--- src/rtl/ram_rd_stream.sv ---
`default_nettype none
// ============================================================================
// Module   : ram_rd_stream
// Purpose  : Burst read sequencer for one RAM port; credit-bounded reads feed a
//            return FIFO that is presented as a valid/ready stream with last.
// Revision : 1.0 - initial release
// ============================================================================
module ram_rd_stream #(
    parameter int DATA_WIDTH = 36,
    parameter int ADDR_WIDTH = 14,
    parameter int FIFO_DEPTH = 4
) (
    input  logic                  clk,
    input  logic                  rst_n,
    input  logic                  cmd_valid,
    output logic                  cmd_ready,
    input  logic [ADDR_WIDTH-1:0] cmd_addr,
    input  logic [ADDR_WIDTH-1:0] cmd_len,
    output logic                  ram_en,
    output logic                  ram_we,
    output logic [ADDR_WIDTH-1:0] ram_addr,
    output logic [DATA_WIDTH-1:0] ram_din,
    input  logic [DATA_WIDTH-1:0] ram_dout,
    input  logic                  ram_dout_valid,
    output logic                  m_valid,
    input  logic                  m_ready,
    output logic [DATA_WIDTH-1:0] m_data,
    output logic                  m_last,
    output logic                  busy
);

    localparam int PW = (FIFO_DEPTH > 1) ? $clog2(FIFO_DEPTH) : 1;
    localparam int CW = $clog2(FIFO_DEPTH + 1);
    localparam logic [CW:0]         C_DEPTH    = (CW+1)'(FIFO_DEPTH);
    localparam logic [CW-1:0]       C_FULL     = CW'(FIFO_DEPTH);
    localparam logic [CW-1:0]       C_ONE_C    = CW'(1);
    localparam logic [PW-1:0]       C_LAST_PTR = PW'(FIFO_DEPTH - 1);
    localparam logic [PW-1:0]       C_ONE_P    = PW'(1);
    localparam logic [ADDR_WIDTH:0] C_ONE_W    = (ADDR_WIDTH+1)'(1);
    localparam logic [ADDR_WIDTH-1:0] C_ONE_A  = ADDR_WIDTH'(1);

    typedef enum logic [1:0] {
        S_IDLE  = 2'd0,
        S_ISSUE = 2'd1,
        S_DRAIN = 2'd2
    } state_t;

    state_t                  state_q, state_d;
    logic [ADDR_WIDTH-1:0]   base_q, base_d;
    logic [ADDR_WIDTH:0]     last_idx_q, last_idx_d;
    logic [ADDR_WIDTH:0]     issue_cnt_q, issue_cnt_d;
    logic [ADDR_WIDTH:0]     rx_cnt_q, rx_cnt_d;
    logic [CW-1:0]           inflight_q, inflight_d;
    logic [CW-1:0]           cnt_q, cnt_d;
    logic [PW-1:0]           wr_ptr_q, rd_ptr_q;
    logic [DATA_WIDTH:0]     mem_q [FIFO_DEPTH];

    logic                    w_credit;
    logic                    w_issue;
    logic                    w_push;
    logic                    w_pop;
    logic                    w_rx_last;
    logic [DATA_WIDTH:0]     w_head;

    // Credit uses registered occupancy only, so m_ready never reaches ram_en.
    assign w_credit  = ({1'b0, inflight_q} + {1'b0, cnt_q}) < C_DEPTH;
    assign w_issue   = (state_q == S_ISSUE) && w_credit;
    assign w_push    = ram_dout_valid && (inflight_q != '0);
    assign w_pop     = m_valid && m_ready;
    assign w_rx_last = (rx_cnt_q == last_idx_q);
    assign w_head    = mem_q[rd_ptr_q];

    assign cmd_ready = (state_q == S_IDLE);
    assign busy      = (state_q != S_IDLE);
    assign ram_en    = w_issue;
    assign ram_we    = 1'b0;
    assign ram_din   = '0;
    assign ram_addr  = base_q + issue_cnt_q[ADDR_WIDTH-1:0];
    assign m_valid   = (cnt_q != '0);
    assign m_data    = w_head[DATA_WIDTH-1:0];
    assign m_last    = w_head[DATA_WIDTH];

    always_ff @(posedge clk or negedge rst_n) begin
        if (!rst_n) begin
            state_q <= S_IDLE;
        end else begin
            state_q <= state_d;
        end
    end

    always_comb begin
        state_d     = state_q;
        base_d      = base_q;
        last_idx_d  = last_idx_q;
        issue_cnt_d = issue_cnt_q;
        rx_cnt_d    = rx_cnt_q;
        if (w_push) begin
            rx_cnt_d = rx_cnt_q + C_ONE_W;
        end
        case (state_q)
            S_IDLE: begin
                if (cmd_valid && (cmd_len != '0)) begin
                    state_d     = S_ISSUE;
                    base_d      = cmd_addr;
                    last_idx_d  = {1'b0, cmd_len - C_ONE_A};
                    issue_cnt_d = '0;
                    rx_cnt_d    = '0;
                end
            end
            S_ISSUE: begin
                if (w_issue) begin
                    issue_cnt_d = issue_cnt_q + C_ONE_W;
                    if (issue_cnt_q == last_idx_q) begin
                        state_d = S_DRAIN;
                    end
                end
            end
            S_DRAIN: begin
                if (w_pop && m_last) begin
                    state_d = S_IDLE;
                end
            end
            default: state_d = S_IDLE;
        endcase
    end

    always_comb begin
        inflight_d = inflight_q;
        cnt_d      = cnt_q;
        case ({w_issue, w_push})
            2'b10:   inflight_d = inflight_q + C_ONE_C;
            2'b01:   inflight_d = inflight_q - C_ONE_C;
            default: inflight_d = inflight_q;
        endcase
        case ({w_push, w_pop})
            2'b10:   cnt_d = cnt_q + C_ONE_C;
            2'b01:   cnt_d = cnt_q - C_ONE_C;
            default: cnt_d = cnt_q;
        endcase
    end

    always_ff @(posedge clk or negedge rst_n) begin
        if (!rst_n) begin
            base_q      <= '0;
            last_idx_q  <= '0;
            issue_cnt_q <= '0;
            rx_cnt_q    <= '0;
            inflight_q  <= '0;
            cnt_q       <= '0;
            wr_ptr_q    <= '0;
            rd_ptr_q    <= '0;
            for (int i = 0; i < FIFO_DEPTH; i++) begin
                mem_q[i] <= '0;
            end
        end else begin
            base_q      <= base_d;
            last_idx_q  <= last_idx_d;
            issue_cnt_q <= issue_cnt_d;
            rx_cnt_q    <= rx_cnt_d;
            inflight_q  <= inflight_d;
            cnt_q       <= cnt_d;
            if (w_push) begin
                mem_q[wr_ptr_q] <= {w_rx_last, ram_dout};
                wr_ptr_q        <= (wr_ptr_q == C_LAST_PTR) ? '0 : wr_ptr_q + C_ONE_P;
            end
            if (w_pop) begin
                rd_ptr_q <= (rd_ptr_q == C_LAST_PTR) ? '0 : rd_ptr_q + C_ONE_P;
            end
        end
    end

    a_no_overflow: assert property (@(posedge clk) disable iff (!rst_n)
        !(w_push && !w_pop && (cnt_q == C_FULL)));

endmodule
`default_nettype wire

--- config.mk ---
export PLATFORM = sky130hd
export DESIGN_NAME = ram_rd_stream
export DESIGN_NICKNAME = d
export VERILOG_FILES = /design/src/rtl/ram_rd_stream.sv
export SDC_FILE = /design/constraint.sdc
export NUM_CORES = 1
export LEC_CHECK = 0
export CORE_MARGIN = 3
export CORE_UTILIZATION = 58
export CTS_CLUSTER_DIAMETER = 200
export DETAILED_ROUTE_END_ITERATION = 6
export GPL_ROUTABILITY_DRIVEN = 0
export PLACE_DENSITY = 0.95
export SYNTH_ARGS = -nofsm -noshare
export SYNTH_HDL_FRONTEND = slang
export SYNTH_SLANG_ARGS = --single-unit
--- constraint.sdc ---
create_clock -name clk -period 8.6 [get_ports clk]
set_clock_uncertainty 0.1 [all_clocks]
set_input_delay 2.58 -clock clk [delete_from_list [all_inputs] [get_ports clk]]
set_output_delay 2.58 -clock clk [all_outputs]
set_load 0.01 [all_outputs]
; After elaboration in Yosys (flattened, before gate mapping)
; Cells that the tools add are included.
[word_totals]
reg_bits = 218
input_bits = 69
output_inout_bits = 92
wordCells = 82
[op_classes]
add_sub_neg = 11
n_lt_le_gt_ge = 4
eq_ne = 14
mux = 21
bitwise = 2
reduce_logical = 17
[op_table]
columns = op, count
row1 = 148-bit bitwise mux, 1
row2 = 37-bit two-way mux, 3
row3 = 15-bit two-way mux, 5
row4 = 37-bit binary-select mux with 2-bit select, 1
row5 = 37-bit demux with 2-bit select, 1
row6 = 15-bit by 1-bit adder with 15-bit output (second input constant), 2
row7 = 15-bit by 14-bit equality test with 1-bit output, 2
row8 = 15-bit one-hot mux with 2 select lines, 1
row9 = 14-bit adder, 1
row10 = 14-bit nonzero test, 1
row11 = 14-bit by 1-bit subtractor with 14-bit output (second input constant), 1
row12 = 2-bit two-way mux, 6
row13 = 3-bit one-hot mux with 2 select lines, 2
row14 = 2-bit equality test (second input constant), 5
row15 = 2-bit nonzero test, 4
row16 = 3-bit by 1-bit adder with 3-bit output (second input constant), 2
row17 = 2-bit by 1-bit equality test with 1-bit output (second input constant), 3
row18 = 3-bit >= comparator (second input constant), 2
row19 = 1-bit logical AND, 6
row20 = 2-bit inverter with 3-bit output, 2
row21 = 2-bit one-hot mux with 3 select lines, 1
row22 = 3-bit nonzero test, 2
row23 = 3-bit by 1-bit subtractor with 3-bit output (second input constant), 2
row24 = 2-bit by 1-bit adder with 2-bit output (second input constant), 2
row25 = other kinds (9), 11

; Longest topological paths before layout
; Gate-level depths: netlist (run 1).
[depth]
ltp_word = 7
mapped_depth = 10
depth_no_buf = 9

; Worst setup path before layout (run 1)
; Ideal clock, no wire load.
[synth_path]
path_kind = reg2out
startpoint = reg issue_cnt_q[0]
endpoint = out ram_addr[12]
t_arrival_ps = 2282
required_time_ps = 5920
slack_ps = 3638
stages_incl_launch_ff = 9
cell_sequence = dfrtp_1 -> ha_1 -> fa_1 -> a21oi_1 -> o21ai_0 -> o31a_1 -> a311o_1 -> a31oi_1 -> xnor2_1
[synth_between]
elab_chain_len = 1
[synth_rtl]
columns = element, line_no
row1 = start: declaration, 51  ; logic [ADDR_WIDTH:0] issue_cnt_q, issue_cnt_d;
row2 = start signal: assignment, 158  ; issue_cnt_q <= issue_cnt_d;
row3 = 14-bit adder, 78  ; assign ram_addr = base_q + issue_cnt_q[ADDR_WIDTH-1:0];
row4 = end: declaration, 21  ; output logic [ADDR_WIDTH-1:0] ram_addr,
; Every way passes these cells.

; Worst setup path after layout (run 1)
; Same ends and word-level chain as after synthesis.

==> results of run 1 <==
-- sequential cells by signal, indices dropped and copies added (netlist names) --
| name | count |
|---|---|
| rd_ptr_q | 2 |
| mem_q | 148 |
| issue_cnt_q | 15 |
| state_q | 2 |
| cnt_q | 3 |
| rx_cnt_q | 15 |
| last_idx_q | 14 |
| wr_ptr_q | 2 |
| base_q | 14 |
| inflight_q | 3 |
-- power by group --
group          internal [W]  total (W)  switching [W]
logic               0.00117    0.00201       0.000834
registers           0.00145    0.00176       0.000305
clock network      0.000606    0.00102       0.000415
total               0.00323    0.00479        0.00155
-- worst paths after layout --
check | from | end | slack (ns) | cells past startpoint
max in group asynchronous | rst_n | rd_ptr_q[0] | 4.97 | 2
min reg2reg | mem_q[110] | mem_q[110] | 0.38 | 2
min | mem_q[110] | mem_q[110] | 0.38 | 2
max reg2reg | inflight_q[2] | issue_cnt_q[10] | 5.98 | 8
max | issue_cnt_q[0] | ram_addr[12] | 2.27 | 9
min in group asynchronous | rst_n | mem_q[24] | 1.95 | 1
-- cells in the final DEF (no fill, tap or decap), types with 12 or more instances in the layout --
master / instances
mux2_2: 146
dfrtp_1: 217
o21ai_0: 19
clkbuf_16: 24
nand3_1: 13
ha_1: 25
mux4_2: 37
conb_1: 37
xnor2_1: 29
inv_1: 14
xor2_1: 49
nand2_1: 92
clkdlybuf4s50_1: 122
o21ai_2: 12
nor2_1: 47
-- per-stage QoR --
stage,total power (W),std cells,area [sq um],hold slack [ns]
5_1_grt,0.00506,1232,12900,0.409
2_1_floorplan,0.00297,906,11100,0.345
3_3_place_gp,0.00365,1189,12200,0.358
6_report,0.00479,1232,12900,0.384
4_1_cts,0.00482,1232,12900,0.385
3_5_place_dp,0.00375,1189,12200,0.372
-- logic make-up (layout without fill, tap and decap cells) --
kind of cell | count (synthesis) | count (layout) | synth area share [%]
multiplexers | 184 | 184 | 22.8
buffers and inverters | 89 | 186 | 4.92
AO/OA/AOI/OAI | 62 | 62 | 4.01
AND/OR/NAND/NOR | 210 | 210 | 8.69
XOR/XNOR | 78 | 78 | 6.25
other | 1 | 37 | 0.0343
adder cells (fa/ha/maj) | 28 | 28 | 3.41
flip-flops | 218 | 218 | 49.9
-- critical path, delay by kind of cell, from the launching register on --
kind                     cells  cell delay (ns)
AO/OA/AOI/OAI                5             1.39
XOR/XNOR                     1             0.13
buffers and inverters        1             0.55
adder cells (fa/ha/maj)      2             0.65
flip-flops                   1             0.44
-- synthesized netlist by cell type (11+ instances only) --
cell type / number
mux2_2: 146
nor2_1: 47
o21ai_2: 12
ha_1: 25
clkbuf_1: 15
xor2_1: 49
mux4_2: 37
xnor2_1: 29
buf_4: 37
buf_1: 11
nand3_1: 13
o21ai_0: 19
inv_1: 14
dfrtp_1: 218
nand2_1: 96
-- routing by layer --
layer  wire length (microns)  vias up  share of wire [%]  GRT usage, %
li1                        -     3229                  -             -
met2                   12400      211                 52          41.6
met4                     406        0                1.7          4.16
met1                    9810     3650                 41          31.5
met3                    1420       32                5.9          4.62
met5                       0        -                  0             0
-- cell type report --
class                      instances  area (sq um)
tap                              229           287
clock buffer                      35           712
multi-input combinational        599          5080
clock inverter                     8          82.6
timing repair buffer             129          1280
sequential                       218          5460
fill                            1157          5260
inverter                          14          52.6
==> results.cfg, run 1 <==
[clock_tree]
postCtsSetupBuffers = 0
cts_buffers = 24
clk_latency_ns = 0.51
cts_tree = yes
cts_buffer_depth = 3
clock_sinks = 218
root_buffer = clkbuf_16
ctsHoldBuffers = 0
clk_pin_slew_ns = 0.06
post_cts_resized = 0
htree_levels = 1

[worst_setup_path]
cp_slowest_stage_delay_ns = 0.55
cp_max_fo = 6
criticalPathCategory = register to primary output
cp_data_arrival_time_ns = 3.65
cp.required_ns = 5.92
cp-end-kind = primary output
path_cells = ha_1, fa_1, a21oi_1, o21ai_0, o31a_1, a311o_1, a31oi_1, xnor2_1, clkdlybuf4s50_1
cp_slowest_cell = clkdlybuf4s50_1
start_kind = register

[sta]
period_share_pct = 73.6
period_needed_ns = 6.33
fin_tns_setup_ns = 0
rsz0062_at_grt = no
worst_slack_ns = 2.27
relSlewSlack_pct = 29.2
tightest_slew_ns = 1.06
hold_violations = 0
clock.fmax_mhz = 158
drv_slew = 0
setup_viol = 0

[finish]
drive_above_1_share_pct = 25.1
fin_nets = 1083
antennaDiodeCount = 0
finish.utilization_pct = 71.1
area_growth_pct = 18.5

[floorplan]
start_util_pct = 60.0
io_pins = 161
fp.coreArea_sq_um = 18200
fp-row-count = 49
die_w_microns = 143
die_h_microns = 143
die_area_sq_um = 20500

[placed_design]
dp_hpwl_microns = 15500
portBuffers = 123
pre_cts_ws_ns = 2.94

[yosys]
synth_seq_area_share_pct = 49.9
ys_ff_latch = 218
yosysUniqueCellTypes = 48
yosysTopAreaCell = dfrtp_1
syn_inst = 870
synth_warnings = 0
synth_area_per_cell_sq_um = 12.6
yosysTopAreaCellShare_pct = 49.9
synth_enable_flop_cells = 0
synth_area_sq_um = 10900
synthArstFlopShare_pct = 100
synth_flop_cell = dfrtp_1
synth_area_leaders = dfrtp_1, mux2_2, mux4_2, xor2_1, nand2_1

[status]
status = complete, no violations

[flow_run]
maxCapViolCount = 0

[global_routing]
gr-total-overflow = 0
grt_usage_pct = 23.7
grt_max_degree = 81
grt_pass1_wl_microns = 39200
grt_pass1_vias = 7542
antenna_found_initial = 0

[power_and_ir_drop]
p_leak_nw = 5.68
vdd_drop_max_mv = 0.264
power_density_nw_per_um2 = 370

[min_path]
hold_path_class = register to register

[drt]
drc = 0
wl_microns = 24000
dr.pass1.iters = 5
viasPerCell = 5.78
wl_per_cell_microns = 19.5
drtIter0Drc = 398
vias = 7122
postRouteAntennaNets = 0
Power figures use the tool's default switching activity.
==> inputs of run 2 (changes only) <==
--- a/config.mk
+++ b/config.mk
@@ -6,11 +6,11 @@
 export NUM_CORES = 1
 export LEC_CHECK = 0
 export CORE_MARGIN = 3
-export CORE_UTILIZATION = 58
+export CORE_UTILIZATION = 50
 export CTS_CLUSTER_DIAMETER = 200
 export DETAILED_ROUTE_END_ITERATION = 6
 export GPL_ROUTABILITY_DRIVEN = 0
-export PLACE_DENSITY = 0.95
+export PLACE_DENSITY = 0.87
 export SYNTH_ARGS = -nofsm -noshare
 export SYNTH_HDL_FRONTEND = slang
 export SYNTH_SLANG_ARGS = --single-unit
==> constraint.sdc (replaced) <==
create_clock -name clk -period 5.8 [get_ports clk]
set_clock_uncertainty 0.1 [all_clocks]
set_input_delay 1.74 -clock clk [delete_from_list [all_inputs] [get_ports clk]]
set_output_delay 1.74 -clock clk [all_outputs]
set_load 0.01 [all_outputs]
==> run 2 against run 1 <==
Global-route usage down 4.4 points. Sequential cell count did not move. Via count is 2.4% lower. Sequential power is 52% higher. Setup slack lost 1.8 ns. Final area rose by 0.81%. Largest power group unchanged. Core utilization down 9.6 points. Non-clock buffer count did not move. Critical path type unchanged. Clock-buffer cell count up 1. Critical endpoint unchanged.
==> results.cfg, run 2 (synthesized netlist as in run 1, its figures left out) <==
[sta]
rsz0062_at_grt = no
period_needed_ns = 5.37
setup_viol = 0
period_share_pct = 92.5
tightest_slew_ns = 1.11
hold_violations = 0
drv_slew = 0
relSlewSlack_pct = 25.7
fin_tns_setup_ns = 0
whs_ns = 0.378
clock.fmax_mhz = 186

[clock_tree]
ctsHoldBuffers = 0
postCtsSetupBuffers = 0
clk_pin_slew_ns = 0.06
clk_latency_ns = 0.50
htree_levels = 1
cts_tree = yes
post_cts_resized = 0
cts_buffer_depth = 3
clock_sinks = 218
cts_buffers = 25
root_buffer = clkbuf_16

[drt]
wl_per_cell_microns = 17.8
wl_met3_microns = 1080
vias = 6953
wl_met2_microns = 11500
top_layer = met4
wl_microns = 22800
drc = 0
drtIter0Drc = 409
viasPerCell = 5.43
drt-met1-wl_microns = 9710
postRouteAntennaNets = 0
dr.pass1.iters = 5

[worst_setup_path]
cp_slowest_stage_delay_ns = 0.55
cp.required_ns = 3.96
cp_max_fo = 6
criticalPathCategory = register to primary output
cp_top_family = compound AO/OA/AOI/OAI gates
critPathBufInv = 1
cp_slowest_cell = clkdlybuf4s50_1
cp-end-kind = primary output
cp_data_arrival_time_ns = 3.53
start_kind = register
path_cells = ha_1, fa_1, a21oi_1, o21ai_0, o31a_1, a311o_1, a31oi_1, xnor2_1, clkdlybuf4s50_1

[global_routing]
grt_max_degree = 113
grt_pass1_wl_microns = 38100
grt_usage_pct = 19.3
gr-total-overflow = 0
antenna_found_initial = 0
grt_pass1_vias = 7400

[finish]
final_cell_mix = dfrtp_1, mux2_2, clkdlybuf4s50_1, nand2_1, xor2_1
fin_nets = 1084
largest_register_ffs = 148
biggestRegsByFlops = mem_q (148), issue_cnt_q (15), rx_cnt_q (15)
post-route-cell-area_sq_um = 13100
final_common_cell = dfrtp_1
drive_above_1_share_pct = 25.5
regMostFlops = mem_q
area_growth_pct = 19.5
antennaDiodeCount = 0

[status]
status = complete, no violations

[power_and_ir_drop]
power_density_nw_per_um2 = 542
vdd_drop_max_mv = 0.346
total_power_w = 0.00708
p_leak_nw = 5.71

[floorplan]
fp-row-count = 53
fp.coreArea_sq_um = 21200
die_h_microns = 154
die_area_sq_um = 23700
start_util_pct = 51.5
io_pins = 161
die_w_microns = 154

[placed_design]
dp_hpwl_microns = 15000
dpl_cell_area_sq_um = 12200
portBuffers = 123

[min_path]
hold_path_class = register to register

[flow_run]
maxCapViolCount = 0
run 2: layout make-up:
| class | instances | area [sq um] |
|---|---|---|
| Clock buffer | 36 | 747 |
| Clock inverter | 9 | 81.3 |
| Fill cell | 1586 | 8170 |
| Inverter | 14 | 52.6 |
| Multi-Input combinational cell | 599 | 5080 |
| Sequential cell | 218 | 5460 |
| Tap cell | 275 | 344 |
| Timing Repair Buffer | 129 | 1290 |
run 2: routing by layer:
layer | track usage [%] | vias to the layer above
li1 | - | 3242
met1 | 26.0 | 3488
met2 | 33.2 | 182
met3 | 2.98 | 41
met4 | 4.79 | 0
met5 | 0 | -
run 2: where the power goes:
group          internal, W  leakage [nW]  switching, W
logic              0.00174          2.64       0.00113
registers          0.00216          2.65      0.000512
clock network     0.000938         0.409      0.000608
run 2: worst paths after layout:
check,start,end,slack (ns),cells after the start
min in group asynchronous,rst_n,mem_q[49],1.25,1
hold reg to reg,mem_q[73],mem_q[73],0.38,2
max in group asynchronous,rst_n,mem_q[62],3.33,2
setup reg to reg,inflight_q[2],inflight_q[1],3.20,7
hold / removal,mem_q[73],mem_q[73],0.38,2
setup / recovery,issue_cnt_q[0],ram_addr[12],0.43,9
run 2: worst min-delay path: cells and delay by family (launching register included):
kind,cells,cell delay [ns]
DFF,1,0.33
and+or+nand+nor,1,0.05
AOI/OAI and AO/OA,1,0.06
run 2: stage by stage:
stage          setup WS, ns  std cells  utilization (%)
3_5_place_dp          0.974       1235             57.6
5_1_grt               0.266       1280             61.5
3_3_place_gp          0.975       1235             57.6
2_1_floorplan          1.68        906                -
4_1_cts               0.418       1280             61.5
6_report              0.434       1280             61.5
==> inputs of run 3 (changes only) <==
--- a/config.mk
+++ b/config.mk
@@ -10,6 +10,7 @@
 export CTS_CLUSTER_DIAMETER = 200
 export DETAILED_ROUTE_END_ITERATION = 6
 export GPL_ROUTABILITY_DRIVEN = 0
+export MAX_ROUTING_LAYER = met4
 export PLACE_DENSITY = 0.87
 export SYNTH_ARGS = -nofsm -noshare
 export SYNTH_HDL_FRONTEND = slang
==> run 3 against run 2 <==
Clock-buffer cell count stayed put. Setup slack worse by 0.0015 ns. First-iteration DRC count is 4.9% lower.
==> results.cfg, run 3 (synthesized netlist as in run 1, its figures left out) <==
[clock_tree]
cts_tree = yes
ctsHoldBuffers = 0
root_buffer = clkbuf_16
clk_pin_slew_ns = 0.06
htree_levels = 1
clock_sinks = 218
cts_buffers = 25
post_cts_resized = 0
clk_latency_ns = 0.50
cts_buffer_depth = 3
postCtsSetupBuffers = 0

[sta]
period_share_pct = 92.5
clock.fmax_mhz = 186
setup_viol = 0
rsz0062_at_grt = no
drv_slew = 0
fin_tns_setup_ns = 0
hold_violations = 0
period_needed_ns = 5.37
relSlewSlack_pct = 25.8
tightest_slew_ns = 1.11

[floorplan]
die_h_microns = 154
start_util_pct = 51.5
fp.coreArea_sq_um = 21200
io_pins = 161
die_w_microns = 154
fp-row-count = 53
die_area_sq_um = 23700

[worst_setup_path]
cp-end-kind = primary output
cp_data_arrival_time_ns = 3.53
crit_start = issue_cnt_q[0]
cp_max_fo = 6
criticalPathCategory = register to primary output
cp.required_ns = 3.96
reg2reg_to = inflight_q[1]
crit_path_end = ram_addr[12]
r2r-start = inflight_q[2]
reg2reg_slack_ns = 3.20
reg2regPathDepth = 7
start_kind = register

[power_and_ir_drop]
total_power_w = 0.00708
power_density_nw_per_um2 = 542
seq_power_share_pct = 37.7
power_switching_w = 0.00225
combPwrFrac_pct = 40.5
p_clk_share_pct = 21.8
swShare_pct = 31.7
cell_internal_pwr_w = 0.00483
p_leak_nw = 5.71
vdd_drop_max_mv = 0.346

[finish]
final_cell_mix = dfrtp_1, mux2_2, clkdlybuf4s50_1, nand2_1, xor2_1
final_cells = 1280
area_growth_pct = 19.5
biggestRegsByFlops = mem_q (148), issue_cnt_q (15), rx_cnt_q (15)
fin_nets = 1084
regMostFlops = mem_q
final_common_cell = dfrtp_1
finish.utilization_pct = 61.5
drive_above_1_share_pct = 25.5
largest_register_ffs = 148
antennaDiodeCount = 0

[flow_run]
maxCapViolCount = 0

[drt]
postRouteAntennaNets = 0
viasPerCell = 5.43
drc = 0
wl_per_cell_microns = 17.8
vias = 6956
wl_microns = 22800
dr.pass1.iters = 5
drtIter0Drc = 389

[placed_design]
dp_hpwl_microns = 15000
placedCellCount = 1235
portBuffers = 123

[min_path]
hold_path_class = register to register

[global_routing]
grt_pass1_vias = 7404
grt_max_degree = 113
antenna_found_initial = 0
grt_pass1_wl_microns = 38000
gr-total-overflow = 0
grt_usage_pct = 19.9

[status]
status = complete, no violations
## run 3: cell counts in the layout (fill, tap and decap cells not counted)
No cell type changed its count.
## run 3: worst max-delay path, stage by stage (launching register included)
cell and delay [ns]:
dfrtp_1 0.44, ha_1 0.24, fa_1 0.42, a21oi_1 0.18
o21ai_0 0.16, o31a_1 0.29, a311o_1 0.39, a31oi_1 0.22
xnor2_1 0.14, clkdlybuf4s50_1 0.55
## run 3: metrics by stage
stage,setup WS [ns],instance area [sq um],hold slack [ns]
after floorplan,1.68,11100,0.345
after global placement,0.975,12200,0.357
after detailed placement,0.974,12200,0.371
after CTS,0.418,13100,0.387
after global routing,0.266,13100,0.412
final,0.433,13100,0.379
## run 3: worst min-delay path by stage
stage                     startpoint    endpoint  slack (ns)  cells after the start
after global placement    mem_q[147]  mem_q[147]        0.36                      2
final                      mem_q[73]   mem_q[73]        0.38                      2
after floorplan            mem_q[73]   mem_q[73]        0.34                      2
after global routing       mem_q[12]   mem_q[12]        0.41                      1
after detailed placement  base_q[11]  base_q[11]        0.37                      2
after CTS                  mem_q[36]   mem_q[36]        0.39                      2
## run 3: routing by layer
metal | routed length [microns] | vias to the layer above | GRT usage, %
li1 | - | 3240 | -
met1 | 9750 | 3491 | 26.1
met2 | 11500 | 183 | 33.2
met3 | 1060 | 42 | 2.79
met4 | 505 | 0 | 4.79
met5 | 0 | - | -
## run 3: cell type report
class	count	area (sq um)
clock buffers	36	747
clock inverters	9	81.3
fillers	1586	8170
inverters	14	52.6
multi-input cells	599	5080
flip-flops and latches	218	5460
well taps	275	344
repair buffers	129	1290
## run 3: power groups by stage
stage                     clock, W  sequential [W]  combinational [W]
after global routing       0.00165         0.00276            0.00311
final                      0.00155         0.00267            0.00287
after detailed placement         0         0.00269            0.00287
after floorplan                  0         0.00243            0.00197
after global placement           0         0.00263            0.00279
after CTS                  0.00158         0.00267            0.00290
==> RTL edit 1 (config.mk and constraints of run 2) <==
`FIFO_DEPTH`: 4 -> 2.
--- a/src/rtl/ram_rd_stream.sv
+++ b/src/rtl/ram_rd_stream.sv
@@ -9,5 +9,5 @@
     parameter int DATA_WIDTH = 36,
     parameter int ADDR_WIDTH = 14,
-    parameter int FIFO_DEPTH = 4
+    parameter int FIFO_DEPTH = 2
 ) (
     input  logic                  clk,
Function: changed (Yosys sat finds a counterexample within 4 cycles, from zero or initial values and one cycle with rst_n low).
==> RTL edit 1 against run 2 <==
Sequential power down 39%. Final area down 28%. Synthesized area down 30%. Setup slack better by 400 ps. Sequential cell count down 78. Routed wire length down 28%. Total power down 32%. Clock power down 35%. Maximum frequency up 8.1%. Count of clock-buffer cells in the layout down 13. Critical path type unchanged. Critical path depth down 2.
==> RTL edit 1: results (changes against run 2) <==
- Commonest cells post-synth: dfrtp_1 (140), mux2_2 (109), nand2_1 (82)
- Detailed Place HPWL: 11600 um (-22%)
* Pint: 0.00320 W (-34%)
- Number of global-route vias before repair: 5481 (-26%)
* Library cell contributing the largest single delay on the critical path: or4b_2
- The detailed route wirelength on metal2 was 8280 um (-28%).
* Number of buffers between clock root and the deepest sink: 2 (-1)
- Leading cell types by total area after synthesis: dfrtp_1 (46%), mux2_2 (16%), xnor2_1 (4.8%)
- The pin count of the biggest net entering global routing came to 113 (unchanged).
- Peak supply drop: 0.287 mV (-17%)
- Met3 WL post-DR: 752 um (-30%)
- Worst stage delay on the critical path: 620 ps (+70 ps)
- The static power due to leakage came to 4.10 nW (-28%).
- Instance area after placement: 8850 sq um (-28%)
* Number of inserted filler cells in the final layout: 1154 (-27%)
- Outcome: finished, final reports clean
* Initial antenna violation count: 0 (unchanged)
* Synth cell types: 51 (+6.3%)
- Gate family responsible for the most delay along the worst path: simple AND/OR/NAND/NOR gates
- Overall global routing resource usage: 20.2% (+0.82 points)
- The biggest fanout along the worst timing path was 5 (-1).
- The source-to-sink clock delay at the later pin of the worst-skew pair came to 410 ps (-90 ps).
- The arrival time at the worst endpoint was 3120 ps (-410 ps).
- Fraction of the yosys area taken by sequential cells: 46.0% (-3.9 points)
* Final nets: 918 (-15%)
- The final routed wirelength across all metal layers is 16400 um (-28%).
* Total clock buffers created by CTS: 17 (-32%)
- Global-route wire length before repair: 26900 um (-29%)
==> RTL edit 1: cell types whose count changed in the layout (fill, tap and decap cells not counted), moves of 7 or more <==
cell and change:
nand2_1 -10, clkbuf_16 -8, mux2_2 -37, dfrtp_1 -76, xor2_1 -15, ha_1 -7
xnor2_1 +13, o21ai_2 -12, mux4_2 -37
==> RTL edit 1: power by group through the flow <==
stage                     registers (W)  clock network [W]  logic [W]
final                           0.00162            0.00100    0.00218
after global routing            0.00166            0.00106    0.00237
after CTS                       0.00161            0.00102    0.00220
after detailed placement        0.00163                  0    0.00218
after global placement          0.00160                  0    0.00214
after floorplan                 0.00152                  0    0.00139
==> RTL edit 1: worst paths after layout <==
kind | start | to | slack, ps | depth (start not counted)
setup / recovery | issue_cnt_q[4] | ram_addr[7] | 840 | 7
hold / removal | state_q[0] | state_q[1] | 370 | 1
setup reg to reg | inflight_q[0] | issue_cnt_q[11] | 3180 | 9
hold reg to reg | state_q[0] | state_q[1] | 370 | 1
max in group asynchronous | rst_n | mem_q[44] | 3280 | 2
min in group asynchronous | rst_n | last_idx_q[13] | 1350 | 1
==> RTL edit 1: area by class of cell <==
type	instances	area [sq um]	area share, %
Multi-Input combinational cell	526	3780	40.3
Sequential cell	140	3500	37.3
Tap cell	184	230	2.45
Timing Repair Buffer	128	1270	13.5
Clock inverter	8	67.6	0.719
Clock buffer	23	478	5.09
Inverter	16	60.1	0.639
==> RTL edit 1: stage by stage <==
stage / hold slack (ps) / setup slack [ps] / instances / utilization (%)
global placement: 347 / 1370 / 994 / 60.2
finish: 365 / 836 / 1025 / 63.9
floorplan: 330 / 1950 / 746 / -
detailed placement: 357 / 1230 / 994 / 60.2
global route: 382 / 604 / 1025 / 63.9
CTS: 365 / 830 / 1025 / 63.9
==> RTL edit 1: cell families (layout without fill, tap and decap cells) <==
| family | count (synthesis) | count (layout) | share of synthesized area [%] |
|---|---|---|---|
| other | 1 | 37 | 0.0493 |
| XOR/XNOR | 76 | 76 | 8.75 |
| AO/OA/AOI/OAI | 72 | 72 | 6.20 |
| AND/OR/NAND/NOR | 210 | 210 | 12.9 |
| adder cells (fa/ha/maj) | 20 | 20 | 3.49 |
| multiplexers | 111 | 111 | 16.4 |
| flip-flops | 140 | 140 | 46.0 |
| buffers and inverters | 80 | 175 | 6.18 |
==> RTL edit 1: per-layer routing <==
| metal | track usage (%) | vias up |
|---|---|---|
| li1 | - | 2622 |
| met1 | 26.3 | 2757 |
| met5 | 0 | - |
| met3 | 4.33 | 29 |
| met2 | 33.4 | 160 |
| met4 | 7.10 | 0 |
==> RTL edit 2 (flow settings as in run 2) <==
Made on the original files. Re-encode `state_t` (3 states) as one-hot, 3 bits wide.
--- a/src/rtl/ram_rd_stream.sv
+++ b/src/rtl/ram_rd_stream.sv
@@ -40,8 +40,8 @@
     localparam logic [ADDR_WIDTH-1:0] C_ONE_A  = ADDR_WIDTH'(1);
 
-    typedef enum logic [1:0] {
-        S_IDLE  = 2'd0,
-        S_ISSUE = 2'd1,
-        S_DRAIN = 2'd2
+    typedef enum logic [2:0] {
+        S_IDLE  = 3'b001,
+        S_ISSUE = 3'b010,
+        S_DRAIN = 3'b100
     } state_t;
 
Behaviour: same outputs for any inputs over 4 cycles, from zero or initial values and one cycle with rst_n low; so few cycles prove little.
==> RTL edit 2 against run 2 <==
Final area is 0.71% higher. Total power rose by 3.5%. Routed wire length rose by 6.7%. Via count rose by 6.2%. Setup slack better by 18 ps. Critical path type unchanged. Synthesized area up 0.98%. Synthesized cell count increased by 3.1%. Sequential cell count increased by 1. First-iteration DRC count is 2.7% lower. Core utilization is 0.052 points higher. Global-route usage increased by 0.94 points. Largest power group unchanged. Count of clock-buffer cells in the layout is 1 higher.
==> RTL edit 2: results (changes against run 2) <==
* Outcome: finished, final reports clean
- Library cell contributing the largest single delay on the critical path: clkdlybuf4s50_1
- Number of global-route vias before repair: 7744 (+4.6%)
- The longest individual stage delay on the worst path is 480 ps (-70 ps).
- Gr ovfl total: 0 (unchanged)
- The sequential fraction of the synthesis area came to 49.7% (-0.25 points).
- In this run the critical register-to-register path is launched from inflight_q[2].
* Number of iterations in the first detailed-routing pass: 5 (unchanged)
* Synth warnings: 0 (unchanged)
- The number of port buffers was 123 (unchanged).
* Crit Reg-Reg Endpoint: inflight_q[1]
- Worst min-delay path startpoint: base_q[7]
- The cell area after placement is 12400 sq um (+1.1%).
- The flop-to-flop setup slack came to 3110 ps (-90 ps).
* CTS-repair resized insts: 0 (unchanged)
- Synth cell types: 54 (+13%)
- The number of buffers between clock root and the deepest sink was 3 (unchanged).
* FF+latch area: 5480 sq um (+0.46%)
- For the worst-skew pair, the clock arrives at the later sink with an insertion delay of 510 ps.
- The tree is rooted in a clkbuf_16.
- Hold Path Stages: 2 (unchanged)
- Detailed Place HPWL: 15900 um (+5.8%)
* Level count of the clock H-tree: 1 (unchanged)
- Among cell families on the critical path, the largest total delay comes from compound AO/OA/AOI/OAI gates.
* Peak supply drop: 0.417 mV (+20%)
- Arrival time at the worst endpoint: 3510 ps (-20 ps)
- By area the synthesized netlist is led by dfrtp_1 (49%), mux2_2 (15%), mux4_2 (7.6%).
- The final routed wirelength across all metal layers came to 24300 um (+6.7%).
* DRC viols: 0 (unchanged)
- The min-delay analysis places its worst path in the category register to register.
* First-iteration detailed-routing DRC count: 398 (-2.7%)
* Largest driver fanout on the critical path: 5 (-1)
* Static leakage power: 5.75 nW (+0.71%)
- The clock-pin slew reported for the worst setup and hold paths after clock tree synthesis is 60 ps (about the same).
- The transition time at the pin with the least slew margin came to 1100 ps (-5.75 ps).
- The antenna violation net count after detailed routing is 0 (unchanged).
- The net total in the final layout came to 1107 (+2.1%).
* Number of inserted filler cells in the final layout: 1614 (+1.8%)
* Total vias in the final route: 7383 (+6.2%)
- Most frequently used flop master after synthesis: dfrtp_1
- The pin count of the biggest net entering global routing is 127 (+12%).
- The count of cells along the worst register-to-register path came to 8 (+1).
* Global-route wire length before repair: 39800 um (+4.4%)
* Post-synth top area share: 49.4% (-0.49 points)
- The number of buffers created by CTS was 24 (-4.0%).
* Worst Hold End: base_q[7]
- The largest registers in the layout are mem_q x148, issue_cnt_q x15, rx_cnt_q x15.
* Commonest cells post-synth: dfrtp_1 (218), mux2_2 (147), nand2_1 (86)
- Initial antenna violation count: 0 (unchanged)
- The aggregate global-route resource usage was 20.3% (+0.94 points).
* Share of layout cells above drive strength 1: 23.5% (-2.0 points)
RTL edit 2: worst max path at each step:
stage,startpoint,end,slack [ps],depth (start not counted)
6_report,issue_cnt_q[0],ram_addr[10],450,8
5_1_grt,issue_cnt_q[0],ram_addr[10],290,8
4_1_cts,issue_cnt_q[0],ram_addr[10],500,8
3_5_place_dp,cmd_len[0],last_idx_q[10],1030,9
3_3_place_gp,issue_cnt_q[0],ram_addr[10],1120,8
2_1_floorplan,issue_cnt_q[0],ram_addr[10],1710,7
RTL edit 2: power breakdown:
group	leakage (nW)	switching, W	internal, W	total [W]
Clock	0.382	0.000607	0.000889	0.00150
Combinational	2.68	0.00135	0.00181	0.00317
Sequential	2.68	0.000457	0.00220	0.00266
Total	5.75	0.00242	0.00491	0.00733
RTL edit 2: layout make-up:
type                            count  share of cell area (%)
Clock buffer                       37                    5.40
Clock inverter                      6                   0.571
Tap cell                          275                    2.62
Timing Repair Buffer              130                    9.89
Inverter                           21                   0.600
Multi-Input combinational cell    614                    39.2
Sequential cell                   219                    41.7
RTL edit 2: through the flow:
stage | hold WS [ps] | cells | setup slack (ps)
after CTS | 385 | 1302 | 496
after global placement | 360 | 1259 | 1120
after global routing | 404 | 1302 | 286
after floorplan | 345 | 933 | 1710
final | 385 | 1302 | 452
after detailed placement | 370 | 1259 | 1030
RTL edit 2: routing by layer:
layer / part of all wire, % / GRT usage [%]
met4: 2.4 / 5.72
met3: 7.0 / 5.04
met2: 51 / 35.3
met5: 0 / 0
met1: 40 / 25.3
RTL edit 2: worst reg2reg max path, cell delays in order, from the launching register on:
cell and delay, ps:
dfrtp_1 410, ha_1 300, or3_1 440, nor2_1 290
nand2_1 170, ha_1 250, inv_1 70, fa_1 410
o21ai_0 170
RTL edit 2: kinds of logic after synthesis:
kind of cell,after synthesis,synth area share [%]
mux,185,22.6
other cells,1,0.0340
fa+ha+maj,28,3.38
compound gates,99,5.37
buf+inv,100,4.93
simple gates,196,8.49
flops,219,49.7
xor+xnor,69,5.48
